## config.mk

```make
export PLATFORM = sky130hd
export DESIGN_NAME = res_port_arbiter
export DESIGN_NICKNAME = d
export VERILOG_FILES = /design/src/rtl/dt_pkg.sv /design/src/rtl/res_port_arbiter_rr_pick.sv /design/src/rtl/res_port_arbiter.sv
export SDC_FILE = /design/constraint.sdc
export NUM_CORES = 1
export LEC_CHECK = 0
export BUFFER_PORTS_ARGS = -buffer_cell sky130_fd_sc_hd__buf_2
export CORE_UTILIZATION = 43
export DETAILED_ROUTE_END_ITERATION = 12
export GPL_TIMING_DRIVEN = 0
export PLACE_DENSITY = 0.87
export SETUP_SLACK_MARGIN = 0.1
export SYNTH_ARGS = -nofsm -noshare
export SYNTH_HDL_FRONTEND = slang
export SYNTH_SLANG_ARGS = --single-unit
export TNS_END_PERCENT = 50
```

## constraint.sdc

```tcl
create_clock -name clk -period 4.05 [get_ports clk]
set_input_delay 0 -clock clk [delete_from_list [all_inputs] [get_ports clk]]
set_output_delay 0 -clock clk [all_outputs]
set_load 0.01 [all_outputs]
```

## src/rtl/dt_pkg.sv

```systemverilog
// Shared definitions for the result-memory datapath: requester indices,
// arbiter state encoding and the default result-memory geometry used by the
// loader, the pass engines and the port arbiter.
package dt_pkg;

  // Requester indices on the result-memory port; index 0 wins ties after reset.
  localparam int REQ_INIT = 0;
  localparam int REQ_FWD  = 1;
  localparam int REQ_BWD  = 2;

  // Geometry shared with the loader and pass engines.
  localparam int AW_DEF   = 14;
  localparam int DW_DEF   = 8;

  // Requester index width; the owner port is 2 bits, so up to 4 requesters.
  localparam int REQ_IW   = 2;

  typedef enum logic {
    ARB  = 1'b0,
    LOCK = 1'b1
  } arb_state_e;

  // Modulo-n increment for a requester index; n need not be a power of two.
  function automatic logic [REQ_IW-1:0] wrap_inc(input logic [REQ_IW-1:0] i,
                                                 input int n);
    return (int'(i) >= n - 1) ? '0 : i + 1'b1;
  endfunction

endpackage

```

## src/rtl/res_port_arbiter_rr_pick.sv

```systemverilog
// rr_pick: combinational round-robin first-one finder.
// Searches req starting at ptr, wrapping modulo N, and returns the first
// requester found as a one-hot vector and as an index.
//   req  in  N    request vector
//   ptr  in  IW   search start index (must be < N)
//   gnt  out N    one-hot winner, 0 when no request
//   idx  out IW   winner index, 0 when no request
//   any  out 1    some request present
module rr_pick #(
  parameter int N  = 3,
  parameter int IW = 2
) (
  input  logic [N-1:0]  req,
  input  logic [IW-1:0] ptr,
  output logic [N-1:0]  gnt,
  output logic [IW-1:0] idx,
  output logic          any
);

  logic [IW:0]   j;
  logic [IW-1:0] jt;

  always_comb begin
    gnt = '0;
    idx = '0;
    any = 1'b0;
    j   = '0;
    jt  = '0;
    for (int k = 0; k < N; k++) begin
      // ptr < N and k < N, so one conditional subtract is a full modulo.
      j = {1'b0, ptr} + (IW+1)'(k);
      if (j >= (IW+1)'(N)) j = j - (IW+1)'(N);
      jt = j[IW-1:0];
      if (!any && req[jt]) begin
        any     = 1'b1;
        gnt[jt] = 1'b1;
        idx     = jt;
      end
    end
  end

endmodule

```

## src/rtl/res_port_arbiter.sv

```systemverilog
// res_port_arbiter: shares the single result-memory port between the image
// loader, forward pass and backward pass. One beat is granted per cycle and
// performed in that same cycle; read data returns one cycle later with a
// one-hot rvalid. A requester may lock the port for a burst; the lock is
// capped at MAX_LOCK cycles so the others cannot starve.
//   clk, reset      clock, asynchronous active-low reset
//   req/wr/lock     per-requester request, beat type (1=write), keep-port
//   addr/wdata      packed per-requester address / write data
//   gnt             one-hot grant (combinational)
//   rvalid, rdata   one-hot read return, read data (= res_di)
//   owner, locked   current lock owner (0 when unlocked), lock active
//   res_*           RAM port; res_di valid the cycle after res_rd
module res_port_arbiter
  import dt_pkg::*;
#(
  parameter int NREQ     = 3,
  parameter int AW       = AW_DEF,
  parameter int DW       = DW_DEF,
  parameter int MAX_LOCK = 8
) (
  input  logic              clk,
  input  logic              reset,
  input  logic [NREQ-1:0]   req,
  input  logic [NREQ-1:0]   wr,
  input  logic [NREQ-1:0]   lock,
  input  logic [NREQ*AW-1:0] addr,
  input  logic [NREQ*DW-1:0] wdata,
  output logic [NREQ-1:0]   gnt,
  output logic [NREQ-1:0]   rvalid,
  output logic [DW-1:0]     rdata,
  output logic [1:0]        owner,
  output logic              locked,
  output logic              res_rd,
  output logic              res_wr,
  output logic [AW-1:0]     res_addr,
  output logic [DW-1:0]     res_do,
  input  logic [DW-1:0]     res_di
);

  localparam int CW = $clog2(MAX_LOCK + 1);

  arb_state_e          state_q, state_d;
  logic [REQ_IW-1:0]   rr_q, rr_d;
  logic [REQ_IW-1:0]   owner_q, owner_d;
  logic [CW-1:0]       cnt_q, cnt_d;
  logic [NREQ-1:0]     rvalid_q;

  logic [NREQ-1:0]         pick_gnt;
  logic [REQ_IW-1:0]       pick_idx;
  logic                    pick_any;
  logic [NREQ-1:0]         gnt_c;
  logic [NREQ-1:0]         own_oh;
  logic                    own_lock;

  logic [NREQ-1:0][AW-1:0] addr_a;
  logic [NREQ-1:0][DW-1:0] wdata_a;
  logic [AW-1:0]           addr_m;
  logic [DW-1:0]           wd_m;
  logic                    wr_m;
  logic                    any_g;

  assign addr_a  = addr;
  assign wdata_a = wdata;

  rr_pick #(.N(NREQ), .IW(REQ_IW)) u_pick (
    .req (req),
    .ptr (rr_q),
    .gnt (pick_gnt),
    .idx (pick_idx),
    .any (pick_any)
  );

  assign own_oh   = NREQ'(1) << owner_q;
  assign own_lock = |(lock & own_oh);

  // Next state, pointer and lock counter.
  always_comb begin
    state_d = state_q;
    rr_d    = rr_q;
    owner_d = owner_q;
    cnt_d   = cnt_q;
    gnt_c   = '0;
    unique case (state_q)
      ARB: begin
        gnt_c = pick_gnt;
        if (pick_any) begin
          rr_d = wrap_inc(pick_idx, NREQ);
          if (lock[pick_idx]) begin
            state_d = LOCK;
            owner_d = pick_idx;
            cnt_d   = CW'(1);
          end
        end
      end
      LOCK: begin
        // Only the owner may use the port; its idle cycles still count.
        gnt_c = req & own_oh;
        if (!own_lock || cnt_q == CW'(MAX_LOCK)) begin
          state_d = ARB;
          cnt_d   = '0;
          rr_d    = wrap_inc(owner_q, NREQ);
          owner_d = '0;
        end else begin
          cnt_d = cnt_q + 1'b1;
        end
      end
      default: state_d = ARB;
    endcase
  end

  // Grant is combinational, so gate it with reset to keep the RAM port
  // quiet for the whole time reset is held, not just after the next edge.
  assign gnt = reset ? gnt_c : '0;

  // One-hot AND-OR mux of the winning requester onto the RAM port.
  always_comb begin
    addr_m = '0;
    wd_m   = '0;
    wr_m   = 1'b0;
    for (int i = 0; i < NREQ; i++) begin
      if (gnt[i]) begin
        addr_m = addr_m | addr_a[i];
        wd_m   = wd_m   | wdata_a[i];
        wr_m   = wr_m   | wr[i];
      end
    end
  end

  assign any_g    = |gnt;
  assign res_wr   = any_g & wr_m;
  assign res_rd   = any_g & ~wr_m;
  assign res_addr = addr_m;
  assign res_do   = res_wr ? wd_m : '0;

  always_ff @(posedge clk or negedge reset) begin
    if (!reset) begin
      state_q  <= ARB;
      rr_q     <= '0;
      owner_q  <= '0;
      cnt_q    <= '0;
      rvalid_q <= '0;
    end else begin
      state_q  <= state_d;
      rr_q     <= rr_d;
      owner_q  <= owner_d;
      cnt_q    <= cnt_d;
      rvalid_q <= gnt & ~wr;
    end
  end

  assign rvalid = rvalid_q;
  assign rdata  = res_di;
  assign owner  = owner_q;
  assign locked = (state_q == LOCK);

endmodule

```

## Word level (Yosys, flattened, before mapping)

Cells that the tools add are included.

| word-level totals | value |
|---|---|
| bits in registers | 12 |
| output and inout bits | 41 |
| word-level logic and storage cells | 115 |

| operators by class | value |
|---|---|
| add/subtract/negate cells | 8 |
| $lt $le $gt $ge | 12 |
| equal/unequal tests | 4 |
| shift operators | 1 |
| mux-type cells | 55 |
| bitwise logic cells | 16 |
| reduce and logical (&&, ||, !) cells | 14 |

Operators with widths:

| cell | number |
|---|---|
| $mux W14 | 3 |
| $mux W8 | 4 |
| $or A14 B14 Y14 | 2 |
| $mux W2 | 13 |
| $mux W1 | 16 |
| $or A8 B8 Y8 | 2 |
| $lt A2 B3 Y1 const B | 4 |
| $mux W3 | 4 |
| $mux W4 | 3 |
| $and A3 B3 Y3 | 3 |
| $bmux W1 S2 | 4 |
| $pmux W2 S2 | 2 |
| $pmux W4 S2 | 1 |
| $demux W1 S2 | 3 |
| $ge A2 B1 Y1 const B | 3 |
| $ge A2 B2 Y1 const B | 3 |
| $ge A3 B2 Y1 const B | 2 |
| $or A3 B3 Y3 | 2 |
| $pmux W3 S2 | 1 |
| $reduce_or A3 Y1 | 2 |
| $sub A2 B2 Y2 const B | 3 |
| $logic_and A1 B1 Y1 | 5 |
| $add A2 B1 Y2 const B | 2 |
| $add A4 B1 Y4 const B | 1 |
| 15 further kinds | 22 |

## Longest topological paths before layout

Gate-level depths: netlist of the first run.

| depth | value |
|---|---|
| depth after elaboration | 20 |
| mapped depth | 10 |
| mapped depth without buffers | 8 |

## Hierarchy

Synthesis of the first run repeated with hierarchy kept, for this count alone.

| unflattened totals | value |
|---|---|
| cells, all modules | 178 |
| area total of the unflattened synthesis | 1445.1 um^2 |

Modules (own cells, without submodules):

| module | times used | cells an instance | area each (um^2) |
|---|---|---|---|
| res_port_arbiter | 1 | 137 | 1163.6 |
| rr_pick | 1 | 41 | 281.5 |

## Least setup slack after synthesis of the first run

Ideal clock, no wire load.

| path | value |
|---|---|
| path type | flip-flop to output port |
| start | register rr_q[0] |
| end | output port res_do[3] |
| data arrival time | 2.179 ns |
| setup slack | 1.871 ns |
| stages on the path, launching flop included | 11 |
| buffers on the path | 2 |
| path through | dfrtp_1 inv_1 ha_1 buf_2 nor2b_1 and3b_1 nor2_1 o211ai_2 clkbuf_1 a22oi_1 a22oi_1 |

| between the ends | value |
|---|---|
| longest elaborated chain between the ends | 20 |
| elaborated cells on any way between the ends | 58 |
| classes of those cells | 5 x add/sub; 9 x order compare; 29 x mux; 7 x bitwise; 8 x reduce/logical |

Ends and longest elaborated chain:

| what | line | RTL |
|---|---|---|
| from (decl) | res_port_arbiter.sv:43 | `logic [REQ_IW-1:0] rr_q, rr_d;` |
| from (signal assigned) | res_port_arbiter.sv:144 | `rr_q <= rr_d;` |
| $add A2 B1 Y3 (tied with other cells) | res_port_arbiter_rr_pick.sv:31 | `j = {1'b0, ptr} + (IW+1)'(k);` |
| $ge A3 B2 Y1 (tied with other cells) | res_port_arbiter_rr_pick.sv:32 | `if (j >= (IW+1)'(N)) j = j - (IW+1)'(N);` |
| $mux W2 (tied with other cells) | res_port_arbiter_rr_pick.sv:32 |  |
| $lt A2 B3 Y1 (implied by the code) (tied with other cells) | res_port_arbiter_rr_pick.sv:36 | `gnt[jt] = 1'b1;` |
| $logic_and A1 B1 Y1 (implied by the code) (tied with other cells) | res_port_arbiter_rr_pick.sv:36 |  |
| $mux W1 (implied by the code) (tied with other cells) | res_port_arbiter_rr_pick.sv:36 |  |
| $demux W1 S2 (tied with other cells) | - |  |
| $or A3 B3 Y3 (no source line) or $mux W1 (tied branches) | - |  |
| (+4 left out) | - |  |
| $mux W3 * | res_port_arbiter.sv:113 | `assign gnt = reset ? gnt_c : '0;` |
| $mux W1 | res_port_arbiter.sv:121 | `if (gnt[i]) begin` |
| $or A1 B1 Y1 | res_port_arbiter.sv:124 | `wr_m = wr_m \| wr[i];` |
| $mux W1 | res_port_arbiter.sv:121 |  |
| $or A1 B1 Y1 | res_port_arbiter.sv:124 |  |
| $mux W1 | res_port_arbiter.sv:121 |  |
| $and A1 B1 Y1 | res_port_arbiter.sv:130 | `assign res_wr = any_g & wr_m;` |
| $mux W8 * | res_port_arbiter.sv:133 | `assign res_do = res_wr ? wd_m : '0;` |
| to (decl) | res_port_arbiter.sv:36 | `output logic [DW-1:0] res_do,` |

Mark *: on every way between the ends. The rest lies on a longest branch, timed or not. The select of a mux whose other input is x is not followed.

## Worst setup path in the final report of the first run

| path | value |
|---|---|
| start | register rr_q[0] |
| end | output port res_do[4] |

The elaborated chain is that of the path after synthesis.

==> flow_summary.yaml, run 1 <==
hold_path:
  min_from: "lock[2]"
  worst_hold_path_type: "primary input to flip-flop"
  hold_path_depth: 3
clocking:
  post-cts-setup-buffer-count: 0
  insertion_delay_ns: 0.28
  cts_max_level: 1
  cts-root-buf: "clkbuf_4"
  clk_pin_slew_ns: 0.07
  clockBufferDepth: 2
  clock_sinks: 12
  cts_tree: "yes"
  cts_made_buffers: 3
placed_design:
  dp_hpwl_mm: 4.14
  portBuffers: 116
  place_congestion: 0.915
setup_path:
  crit_chain: "inv_1, ha_1, buf_2, nor2b_1, and3b_1, nor2_1, o211ai_2, clkbuf_1, a22oi_1, a22oi_1, buf_2"
  critical-path-max-stage-delay_ns: 0.42
  crit_cells: 11
  cp_top_family: "buffers and inverters"
  crit_type: "flip-flop to output port"
  arrival_ns: 2.99
  crit_buf_inv: 4
  r2r_cells: 9
  startpoint: "rr_q[0]$_DFFE_PN0P_"
  required_ns: 4.05
  path_max_fanout: 10
  end_kind: "output port"
  reg2reg_from: "rr_q[0]$_DFFE_PN0P_"
  cpMaxStageDelayCell: "o211ai_2"
  start_kind: "flip-flop"
sta:
  setup_viol: 0
  finalClockSkew_ns: 0.000864
  hold_violations: 0
  post-route-period-util_pct: 73.9
  setup_tns_ns: 0
  finalMaxSlewViolations: 0
  worst_slew_pin_slew_ns: 0.628
  clock.fmax_ghz: 0.334
  max_slew_margin_pct: 58.0
  finalCriticalPeriod_ns: 2.99
  rsz0062_at_grt: "no"
run_status:
  outcome: "finished clean"
yosys:
  synth_top_family_by_area: "compound AO/OA/AOI/OAI gates"
  synth_warnings: 0
  synth-adder-area-share_pct: 4.77
  syn_nets: 301
  syn_area_per_cell_um2: 7.50
  synth.distinct_cells: 47
  async_flop_share_pct: 100
  syn-cell-area_mm2: 0.00158
  ys_ff_latch: 12
  ys_seq_area_share_pct: 19.1
  synth_ff_type: "dfrtp_1"
  synth_xor_area_share_pct: 0
  synthCells: 210
  synth_edf_count: 0
  synthMuxAreaShare_pct: 5.80
  synth_compound_area_share_pct: 41.1
  synthSimpleGateAreaFrac_pct: 19.7
global_route:
  antenna_found_initial: 0
  grt_max_degree: 17
  grt_pass1_wl_mm: 8.53
  grtUsageTotal_pct: 26.6
  grt_overflow: 0
  grt_pass1_vias: 1972
die:
  die-area_mm2: 0.00391
  io_pins: 126
  coreArea_mm2: 0.00342
  start_util_pct: 46.1
  die_h_um: 62.5
  die_w_um: 62.5
  rows: 21
pwr:
  p_leak_nw: 1.21
  peakVddDrop_v: 0.000307
  power_density_mw_per_mm2: 600
job:
  cap_violations: 0
layout:
  seq_area_um2: 300
  multi_input_area_mm2: 0.00112
  final_nets: 426
  fill_cells: 328
  drive_gt1_share_pct: 42.5
  utilization_pct: 67.0
  diodes: 0
  syn2layout_area_growth_pct: 45.4
routing:
  detail_route.wl_per_cell_um: 13.7
  ant_nets: 0
  drt_iter0_drc: 133
  via_per_inst: 5.64
  vias: 2142
  wirelength_mm: 5.19
  drc: 0
  drt_pass1_iterations: 5
[cell usage in the layout (no fill, tap or decap), drive strengths merged, types with 2 or more instances in the layout]
master and n:
o221ai 2, nand2 26, clkbuf 11, nand3 5, buf 130, mux2i 8, dfrtp 12, nor2 9
nand4 2, nor2b 10, inv 7, a31oi 2, o21ai 33, nand3b 2, o21a 3, ha 6
a21oi 6, o311a 2, nand2b 2, o2bb2ai 2, a211o 2, a22oi 32, dlygate4sd3 4
[timing repair]
item / in CTS / in global routing
gates resized for setup: 0 / 0
endpoints found under the hold margin: 15 / 0
hold buffers: 4 / 0
[power breakdown]
| group | internal (mW) | total [mW] | switching (mW) |
|---|---|---|---|
| Combinational | 0.451 | 1.08 | 0.628 |
| Clock | 0.0548 | 0.0969 | 0.0421 |
| Sequential | 0.159 | 0.200 | 0.0402 |
| Total | 0.665 | 1.37 | 0.710 |
[metal layers]
metal	up-vias	wire [µm]	GRT usage (%)
met5	-	0	0
met4	0	102	11.3
met3	12	326	3.83
met2	95	2590	45.7
met1	1004	2180	33.0
li1	1031	-	-
[synthesized netlist by cell type (all sizes together) (3+ instances only)]
cell,n,share of area [%]
a21oi,6,1.9
a22oi,32,16
buf,14,6.0
clkbuf,7,1.7
dfrtp,12,19
ha,6,4.8
inv,7,1.7
mux2i,8,5.1
nand2,26,6.2
nand3,5,1.6
nor2,9,2.1
nor2b,10,4.0
o21a,3,1.4
o21ai,33,11
[path summary, 6_finish.rpt]
kind                                        end  slack [ns]
min in group asynchronous  cnt_q[2]$_DFFE_PN0P_        0.14
setup reg to reg           cnt_q[2]$_DFFE_PN0P_        1.58
setup / recovery                      res_do[4]        1.06
max in group asynchronous   rvalid[1]$_DFF_PN0_        3.67
hold / removal             owner[1]$_DFFE_PN0P_        0.13
hold reg to reg            cnt_q[3]$_DFFE_PN0P_        0.59
[worst min-delay path: cells and delay by family]
family / cells / cell delay [ns]
buffers and inverters: 1 / 0.11
AOI/OAI and AO/OA: 1 / 0.13
and+or+nand+nor: 1 / 0.12
[stage by stage]
stage | hold WS (ns) | cells | power (mW) | area, µm² | worst slack (ns)
floorplan | -0.296 | 210 | 0.941 | 1580 | 1.87
global placement | -0.0875 | 372 | 1.24 | 2210 | 1.43
global route | 0.132 | 380 | 1.51 | 2290 | 0.831
finish | 0.133 | 380 | 1.37 | 2290 | 1.06
detailed placement | -0.0822 | 372 | 1.27 | 2210 | 1.39
CTS | 0.118 | 380 | 1.37 | 2290 | 1.08
[flip-flops by register name, indices dropped and copies added, names as in the netlist]
signal / cells
owner: 2
cnt_q: 4
rvalid: 3
rr_q: 2
locked: 1
[area by class of cell]
cell class	count	share of cell area [%]
plain buffers	21	5.30
clock buffers	4	1.58
inverters	8	1.31
multi-input cells	169	49.1
flip-flops and latches	12	13.1
well taps	46	2.51
repair buffers	120	27.1
[cell families after synthesis]
| family | after synthesis |
|---|---|
| buf+inv | 29 |
| fa+ha+maj | 6 |
| mux | 9 |
| compound gates | 92 |
| flops | 12 |
| simple gates | 62 |
Note: power is estimated with default switching activity, not from simulation.
==> inputs of run 2 (changes only) <==
Settings changed: CORE_UTILIZATION 43 to 36, PLACE_DENSITY 0.87 to 0.78.
Clock period 4.05 ns to 2.5 ns, I/O delays scaled along.
==> run 2 against run 1 <==
The flow now finishes with violations (setup timing). Critical path depth stayed put. Largest cell class unchanged. Largest power group unchanged. Flip-flop and latch count stayed put. First-iteration DRC count is 11% higher.
==> flow_summary.yaml, run 2 (synthesis gave the netlist of run 1 again) <==
job:
  cap_violations: 0
clocking:
  cts_max_level: 1
  cts-root-buf: "clkbuf_8"
  insertion_delay_ns: 0.24
  cts_made_buffers: 3
  clockBufferDepth: 2
  clock_sinks: 12
  cts_tree: "yes"
  clk_pin_slew_ns: 0.05
routing:
  drt_pass1_iterations: 4
  drc: 0
  ant_nets: 0
  wirelength_mm: 6.31
  drt_iter0_drc: 147
  via_per_inst: 5.54
  detail_route.wl_per_cell_um: 15.6
  vias: 2239
layout:
  drive_gt1_share_pct: 53.4
  largest-register: "cnt_q"
  final_nets: 447
  stdcell_area_mm2: 0.00266
  mostFrequentLayoutCells: "buf_2, nand2_1, o21ai_0"
  syn2layout_area_growth_pct: 68.9
  fin_cells: 404
  final_common_cell: "buf_2"
  fill_cells: 364
  largest_register_ffs: 4
  diodes: 0
setup_path:
  start_kind: "flip-flop"
  required_ns: 2.50
  ff2ff_setup_slack_ns: -0.01
  end_kind: "output port"
  arrival_ns: 2.56
  path_max_fanout: 10
  crit_type: "flip-flop to output port"
sta:
  worst_slack_ns: -0.0552
  setup_viol: 13
  hold_violations: 0
  worst_slew_pin_slew_ns: 0.625
  finalCriticalPeriod_ns: 2.56
  fin_hold_ws_ns: 0.177
  clock.fmax_ghz: 0.391
  post-route-period-util_pct: 102
  finalMaxSlewViolations: 0
  max_slew_margin_pct: 58.2
  rsz0062_at_grt: "yes"
  finalClockSkew_ns: 0.00586
  setup_tns_ns: -0.336
die:
  start_util_pct: 38.5
  rows: 23
  coreArea_mm2: 0.00409
  die_h_um: 68.2
  io_pins: 126
  die-area_mm2: 0.00464
  die_w_um: 68.2
placed_design:
  dp_slack_ns: -0.102
  post-place-cells: 376
  place_congestion: 0.895
  dp_hpwl_mm: 4.22
  place_area_mm2: 0.00222
  portBuffers: 116
global_route:
  grt_pass1_wl_mm: 8.84
  grt_overflow: 0
  grt_max_degree: 17
  grtUsageTotal_pct: 24.9
  grt_pass1_vias: 1982
  antenna_found_initial: 0
run_status:
  outcome: "complete, but fails checks"
  violations: "setup timing"
pwr:
  power_density_mw_per_mm2: 1060
  p_leak_nw: 1.35
  peakVddDrop_v: 0.000488
hold_path:
  worst_hold_path_type: "primary input to flip-flop"
run 2: cell count changes in the layout (fill, tap and decap cells not counted), moves of 3 or more:
cell | before | now
buf_4 | 8 | 23
a22oi_2 | 1 | 12
a22oi_1 | 31 | 21
buf_6 | 1 | 9
clkbuf_1 | 6 | 3
ha_1 | 6 | 3
run 2: layer usage:
layer | vias to the layer above | share of wire [%] | global-route usage (%)
li1 | 1082 | - | -
met1 | 1055 | 43 | 33.6
met2 | 95 | 50 | 41.4
met3 | 7 | 5.7 | 2.83
met4 | 0 | 0.94 | 7.03
met5 | - | 0 | 0
run 2: critical path: stages, from the launching register on:
cell and delay (ns):
dfrtp_1 0.41, buf_4 0.15, ha_1 0.21, buf_6 0.15, nand3b_1 0.12, o21ai_2 0.12
a21oi_2 0.18, a21oi_2 0.12, buf_4 0.15, or2_1 0.26, o311a_1 0.29, buf_2 0.14
run 2: stage by stage:
stage | util [%] | power [mW]
after floorplan | - | 1.52
after global placement | 54.3 | 2.02
after detailed placement | 54.3 | 2.05
after CTS | 61.9 | 2.56
after global routing | 65.1 | 3.04
final | 65.1 | 2.83
run 2: final timing paths:
kind	to	cells past startpoint	start
max in group asynchronous	rvalid[0]$_DFF_PN0_	2	reset
hold / removal	cnt_q[2]$_DFFE_PN0P_	4	lock[2]
setup reg to reg	cnt_q[2]$_DFFE_PN0P_	11	rr_q[0]$_DFFE_PN0P_
min in group asynchronous	cnt_q[0]$_DFFE_PN0P_	2	reset
setup / recovery	res_rd	11	rr_q[0]$_DFFE_PN0P_
hold reg to reg	cnt_q[3]$_DFFE_PN0P_	2	cnt_q[3]$_DFFE_PN0P_
run 2: power breakdown:
group | total, mW | internal [mW] | switching (mW)
Clock | 0.177 | 0.106 | 0.0707
Sequential | 0.333 | 0.259 | 0.0743
Combinational | 2.32 | 1.08 | 1.24
run 2: area by class of cell:
type / instances / area [µm²] / area share, %
Buffer: 21 / 145 / 5.45
Clock buffer: 3 / 41.3 / 1.55
Inverter: 8 / 30.0 / 1.13
Multi-Input combinational cell: 171 / 1300 / 48.7
Sequential cell: 12 / 300 / 11.3
Tap cell: 50 / 62.6 / 2.35
Timing Repair Buffer: 139 / 786 / 29.5
run 2: repair_timing:
action	CTS	global route
cloned	2	0
endpoints found under the hold margin	14	1
hold buffers	3	1
setup endpoints to repair	32	30
pin swaps	17	17
setup buffers	15	4
gates resized for setup	29	24
